### src/rtl/adc_pack_ctr.sv
// ADC capture front end: packs eight 16-bit sample slots into 128-bit FIFO words under arm/trigger control.
// Optional build macro ADC_TEST_PATTERN_EN replaces samples with an internal ramp counter.
module adc_pack_ctr #(
  parameter int ADC_WIDTH = 12,
  parameter int CNT_WIDTH = 16
) (
  input  logic                 ui_clk,
  input  logic                 ui_rst,
  input  logic [ADC_WIDTH-1:0] adc_data_i,
  input  logic                 adc_valid_i,
  input  logic                 arm_i,
  input  logic                 abort_i,
  input  logic                 trig_mode_i,
  input  logic                 trig_i,
  input  logic [CNT_WIDTH-1:0] cap_words_i,
  input  logic                 W0_full_i,
  output logic                 W0_wren_o,
  output logic [127:0]         W0_data_o,
  output logic                 busy_o,
  output logic                 done_o,
  output logic                 ovf_o,
  output logic [CNT_WIDTH-1:0] word_cnt_o
);

  typedef enum logic [1:0] {IDLE, ARMED, CAPTURE, DONE} state_t;

  state_t               state;
  logic [CNT_WIDTH-1:0] cap_q;
  logic                 mode_q;
  logic                 trig_q;
  logic [2:0]           slot_cnt;
  logic [111:0]         pack_p0;
  logic [15:0]          sample;
  logic [CNT_WIDTH-1:0] word_next;
  logic                 take;

  function automatic logic [15:0] zero_extend(input logic [ADC_WIDTH-1:0] s);
    return 16'(s);
  endfunction

  assign take      = (state == CAPTURE) && adc_valid_i && !abort_i;
  assign word_next = word_cnt_o + 1'b1;

`ifdef ADC_TEST_PATTERN_EN
  logic [15:0] pat_cnt;

  always_ff @(posedge ui_clk) begin
    if (ui_rst)
      pat_cnt <= '0;
    else if (state == IDLE && arm_i)
      pat_cnt <= '0;
    else if (take)
      pat_cnt <= pat_cnt + 16'd1;
  end

  assign sample = pat_cnt;
`else
  assign sample = zero_extend(adc_data_i);
`endif

  // Slots 0..6 accumulate here; slot 7 goes straight into the output word.
  always_ff @(posedge ui_clk) begin
    for (int k = 0; k < 7; k++)
      if (take && slot_cnt == 3'(k))
        pack_p0[16*k +: 16] <= sample;
  end

  always_ff @(posedge ui_clk) begin
    if (ui_rst) begin
      state      <= IDLE;
      cap_q      <= '0;
      mode_q     <= 1'b0;
      trig_q     <= 1'b0;
      slot_cnt   <= '0;
      W0_wren_o  <= 1'b0;
      W0_data_o  <= '0;
      busy_o     <= 1'b0;
      done_o     <= 1'b0;
      ovf_o      <= 1'b0;
      word_cnt_o <= '0;
    end else begin
      trig_q    <= trig_i;
      W0_wren_o <= 1'b0;
      done_o    <= 1'b0;
      case (state)
        IDLE: begin
          if (arm_i) begin
            cap_q      <= cap_words_i;
            mode_q     <= trig_mode_i;
            ovf_o      <= 1'b0;
            word_cnt_o <= '0;
            slot_cnt   <= '0;
            busy_o     <= 1'b1;
            state      <= ARMED;
          end
        end
        ARMED: begin
          if (abort_i) begin
            busy_o <= 1'b0;
            state  <= IDLE;
          end else if (!mode_q || (trig_i && !trig_q)) begin
            state <= CAPTURE;
          end
        end
        CAPTURE: begin
          if (abort_i) begin
            slot_cnt <= '0;
            busy_o   <= 1'b0;
            state    <= IDLE;
          end else if (adc_valid_i) begin
            slot_cnt <= slot_cnt + 3'd1;
            if (slot_cnt == 3'd7) begin
              // A dropped word still counts: capture length is measured in time.
              if (W0_full_i) begin
                ovf_o <= 1'b1;
              end else begin
                W0_wren_o <= 1'b1;
                W0_data_o <= {sample, pack_p0};
              end
              word_cnt_o <= word_next;
              if (cap_q != '0 && word_next == cap_q) begin
                busy_o <= 1'b0;
                done_o <= 1'b1;
                state  <= DONE;
              end
            end
          end
        end
        DONE:    state <= IDLE;
        default: state <= IDLE;
      endcase
    end
  end

endmodule

### config.mk
export PLATFORM = sky130hd
export DESIGN_NAME = adc_pack_ctr
export DESIGN_NICKNAME = d
export VERILOG_FILES = /design/src/rtl/adc_pack_ctr.sv
export SDC_FILE = /design/constraint.sdc
export NUM_CORES = 1
export LEC_CHECK = 0
export ABC_AREA = 1
export CAP_MARGIN = 5
export CORE_MARGIN = 2
export CORE_UTILIZATION = 42
export CTS_BUF_LIST = sky130_fd_sc_hd__clkbuf_4
export CTS_CLUSTER_SIZE = 12
export DETAILED_ROUTE_END_ITERATION = 8
export HOLD_SLACK_MARGIN = 0.1
export PLACE_DENSITY = 0.7
export SLEW_MARGIN = 25
export SYNTH_ARGS = -nofsm -noshare
export SYNTH_HDL_FRONTEND = slang
export SYNTH_SLANG_ARGS = --single-unit
### constraint.sdc
create_clock -name ui_clk -period 2.42 [get_ports ui_clk]
set_clock_uncertainty 0.2 [all_clocks]
set_input_delay 0.484 -clock ui_clk [delete_from_list [all_inputs] [get_ports ui_clk]]
set_output_delay 0.484 -clock ui_clk [all_outputs]
set_load 0.02 [all_outputs]
# Word level (Yosys, flattened, before mapping)
# Index checks and enable logic that the tools add are counted.
# classes
n_addsub	2
eq_ne	21
n_mux	32
n_bitwise	5
reduce_logical	28
# op_table
cell	count
$mux W16	4
$pmux W16 S2	1
$add A16 B1 Y16 const B	1
$eq A16 B16 Y1	1
$reduce_bool A16 Y1	1
$reduce_and A5 Y1	3
$mux W2	7
$mux W1	13
$eq A3 B3 Y1 const B	4
$reduce_and A6 Y1	2
$logic_and A1 B1 Y1	11
$ne A2 B2 Y1 const B	5
$mux W3	3
$pmux W2 S4	1
$eq A3 B2 Y1 const B	2
$ne A3 B2 Y1 const B	2
$ne A3 B3 Y1 const B	2
$pmux W3 S2	1
$not A1 Y1	5
$reduce_or A5 Y1	1
$eq A2 B2 Y1 const B	2
$add A3 B1 Y3 const B	1
$eq A3 B1 Y1 const B	1
$logic_not A1 Y1	3
11 further kinds	11
# word_totals
reg_bits	223
inputBits	36
wordCells	106

# Longest topological paths before layout
# logic_depth
word_depth	8
ltp_mapped	18
mapped_depth_nobuf	17

# Worst setup path before layout
# OpenSTA, ideal clock, no wires.
# synth_path
path_type	register to register
from	reg state[0]
to	reg pack_p0[0], enable pin
setup_ns	0.396
arrival_time_ns	1.834
t_required_ns	1.824
setup_slack_ns	-0.011
path_stages_with_launch	7
synth_period_minus_slack_ns	2.431
path_cell_list	dfxtp_1 > inv_1 > ha_1 > inv_1 > nor2_1 > inv_1 > nor3_1
# synth_via
elab_chain_len	4
# synth_rtl
element	line	text
from (decl)	27	state_t state;
from (signal assigned)	70	state <= IDLE;
from (signal assigned)	94	state <= ARMED;
from (signal assigned)	100	state <= IDLE;
$eq A2 B2 Y1	41	assign take = (state == CAPTURE) && adc_valid_i && !abort_i;
$logic_and A1 B1 Y1 (2 in a row)	41	
$logic_and A1 B1 Y1	64	if (take && slot_cnt == 3'(k))
to (signal, indexed assignment)	65	pack_p0[16*k +: 16] <= sample;
to (decl)	32	logic [111:0] pack_p0;
# No other way between the ends.
# A chain may end at the register's enable or synchronous reset.

# Worst setup path after layout
# layout_path
from	reg W0_data_o[85]
to	out W0_data_o[85]
# layout_rtl
element	line	text
from (decl)	18	output logic [127:0] W0_data_o,
from (signal assigned)	118	W0_data_o <= {sample, pack_p0};
# No word-level cell between the ends.

==> results.yml <==
clock_network:
  clock_latency_ps: 660
  clockBufferDepth: 3
  clk_pin_slew_ps: 70
  cts_buffers: 55
  cts_sinks: 223
  cts_tree: "built"
  cts_setup_buffers: 0
  h-tree-depth: 2
  cts_hold_buffers: 0
  root_buffer: "clkbuf_4"
floorplanning:
  die-area_sq_mm: 0.0220
  fp-row-count: 52
  floorplan.initialDensity: 0.429
  die_w_um: 148
  dieHeight_um: 148
  core_area_sq_mm: 0.0204
  ios: 184
final_layout:
  final_util: 0.567
  drive_gt1_frac: 0.144
  multiInputGateArea_sq_mm: 0.00302
  fillers: 1795
  area_growth_pct: 32.1
  regArea_sq_mm: 0.00531
  final_nets: 1201
  fin_area_sq_mm: 0.0115
yosys:
  synth_common_cells: "nor2_1 (221), dfxtp_1 (139), o21ai_0 (120)"
  ys_ff_latch: 223
  synth_ff_type: "dfxtp_1"
  synth_edf_count: 84
  yosysTopAreaCellShare: 0.318
  netlist_instances: 951
  synth_compound_area_frac: 0.0972
  ys_warn_count: 0
  synth_area_leaders: "dfxtp_1 (32%), edfxtp_1 (29%), nor2_1 (9.5%)"
  synth_fa_ha_area_frac: 0.0157
  synth_top_family_by_area: "simple AND/OR/NAND/NOR gates"
  synth_xor_area_frac: 0.00744
  synth.distinct_cells: 34
  yosysTopAreaCell: "dfxtp_1"
  muxShareOfSynthArea: 0
  synth.avg_cell_area_sq_um: 9.20
  synthArstFlopShare: 0
  post-synth-top-count-cell: "nor2_1"
  synth_area_sq_mm: 0.00874
  ys_seq_area_frac: 0.607
  synth-simple-area-share: 0.201
detailed_routing:
  drc: 0
  vias: 7094
  wl_per_cell_um: 15.0
  first_iter_violations: 425
  final_antenna_net_count: 0
  first_pass_iters: 5
  routed_wl_um: 22100
  post_drt_via_cell_ratio: 4.82
placed_design:
  dp_hpwl_um: 14600
  postPlaceCellArea_sq_mm: 0.0108
  place_congestion: 0.871
  numPortBuffers: 151
timing:
  slew_viol_final: 0
  worstMarginPinSlew_ps: 602
  hold_viol: 0
  fin_crit_ps: 2340
  slew_headroom: 0.597
  fmaxAchievable_mhz: 427
  fin_crit_sh: 0.968
  setup_viol: 0
  whs_ps: 191
pwr:
  p_leak_nw: 4.75
  finalPower_mw: 8.40
  p_per_area_mw_per_mm2: 727
  peakVddDrop_uv: 373
global_route:
  grt-ovfl-total: 0
  antenna_found_initial: 1
  grt_start_max_net_pins: 97
  grt_use_total: 0.197
  grt_pass1_wl_um: 34100
  grt_pass1_vias: 6597
min_path:
  hold_path.class: "input pin to flop"
  hp-start: "trig_i"
worst_setup_path:
  cp_cell_sequence: "clkdlybuf4s50_1"
  reg2reg_from: "word_cnt_o[0]$_SDFFE_PP0P_"
  required_ps: 1740
  end_kind: "output port"
  cp-startpoint: "W0_data_o[85]$_SDFFE_PP0P_"
  criticalPathCategory: "flop to output port"
  worst_setup_path_start_kind: "flop"
  crit_buf_inv: 1
  critPathMaxFanout: 2
  slowest_stage: "clkdlybuf4s50_1"
  critPathMaxStageDelay_ps: 620
  worstPathArrival_ps: 1660
  crit_family: "buffers and inverters"
job:
  maxCapViolations: 0
status:
  status: "finished, final reports clean"
[stage by stage]
step / worst slack [ps] / TNS [ps] / cells
after CTS: 9.26 / 0 / 1470
final: 78.1 / 0 / 1471
after global placement: -92.7 / -6230 / 1367
after global routing: -9.56 / -23.3 / 1471
after detailed placement: -107 / -5910 / 1367
after floorplan: -10.6 / -761 / 982
[final cells by class]
| class | instances | area share |
|---|---|---|
| tap | 270 | 0.0293 |
| inverter | 60 | 0.0196 |
| clock buffer | 80 | 0.0520 |
| multi-input combinational | 626 | 0.261 |
| sequential | 223 | 0.460 |
| timing repair buffer | 188 | 0.167 |
| antenna | 1 | 0.000217 |
| clock inverter | 23 | 0.0105 |
[power by group]
| group | switching (mW) | internal, mW |
|---|---|---|
| clock network | 1.48 | 1.64 |
| logic | 0.744 | 0.424 |
| registers | 0.0850 | 4.03 |
| total | 2.31 | 6.09 |
[metal layers]
| metal | wire length, um | track usage | vias to the layer above |
|---|---|---|---|
| met4 | 393 | 0.0638 | 0 |
| met2 | 10300 | 0.318 | 234 |
| met5 | 0 | 0 | - |
| li1 | - | - | 3535 |
| met1 | 9930 | 0.261 | 3290 |
| met3 | 1450 | 0.0503 | 35 |
[sequential cells by signal (all words and copies together), names as in the netlist, 2 cells and up]
name        cells
pack_p0        84
slot_cnt        3
state           2
cap_q          16
word_cnt_o     16
W0_data_o      96
[final timing paths]
path / end / slack, ps / cells after the start
hold reg to reg: W0_data_o[87]$_SDFFE_PP0P_ / 270 / 2
setup / recovery: W0_data_o[85] / 80 / 1
setup reg to reg: state[1]$_SDFFE_PP0P_ / 160 / 19
hold / removal: trig_q$_SDFF_PP0_ / 190 / 3
[logic make-up (layout without fill, tap and decap cells)]
group                    after synthesis  count (layout)
AO/OA/AOI/OAI                        167             167
XOR/XNOR                               5               5
adder cells (fa/ha/maj)               11              11
buffers and inverters                133             351
flip-flops                           223             223
other                                  1              33
AND/OR/NAND/NOR                      411             411
[repair_timing]
item / CTS / global route
setup endpoints to repair: 16 / 7
resized for setup: 17 / 23
pin swaps: 0 / 6
[worst min-delay path, stage by stage]
cell,delay (ps)
clkdlybuf4s50_1,400
inv_1,70
nor2_1,40
[layout by cell type, fill, tap and decap left out, types with 12 or more instances in the layout]
cell and n:
nand4_1 14, edfxtp_1 84, nand3_1 45, dlygate4sd2_1 16, clkbuf_4 80, nor2_1 219, clkdlybuf4s50_1 132, buf_4 25
clkinv_1 18, dfxtp_1 132, buf_12 12, a21oi_1 42, o21ai_0 120, conb_1 32, nand2_1 93, inv_1 54
Note: power is estimated with default switching activity, not from simulation.
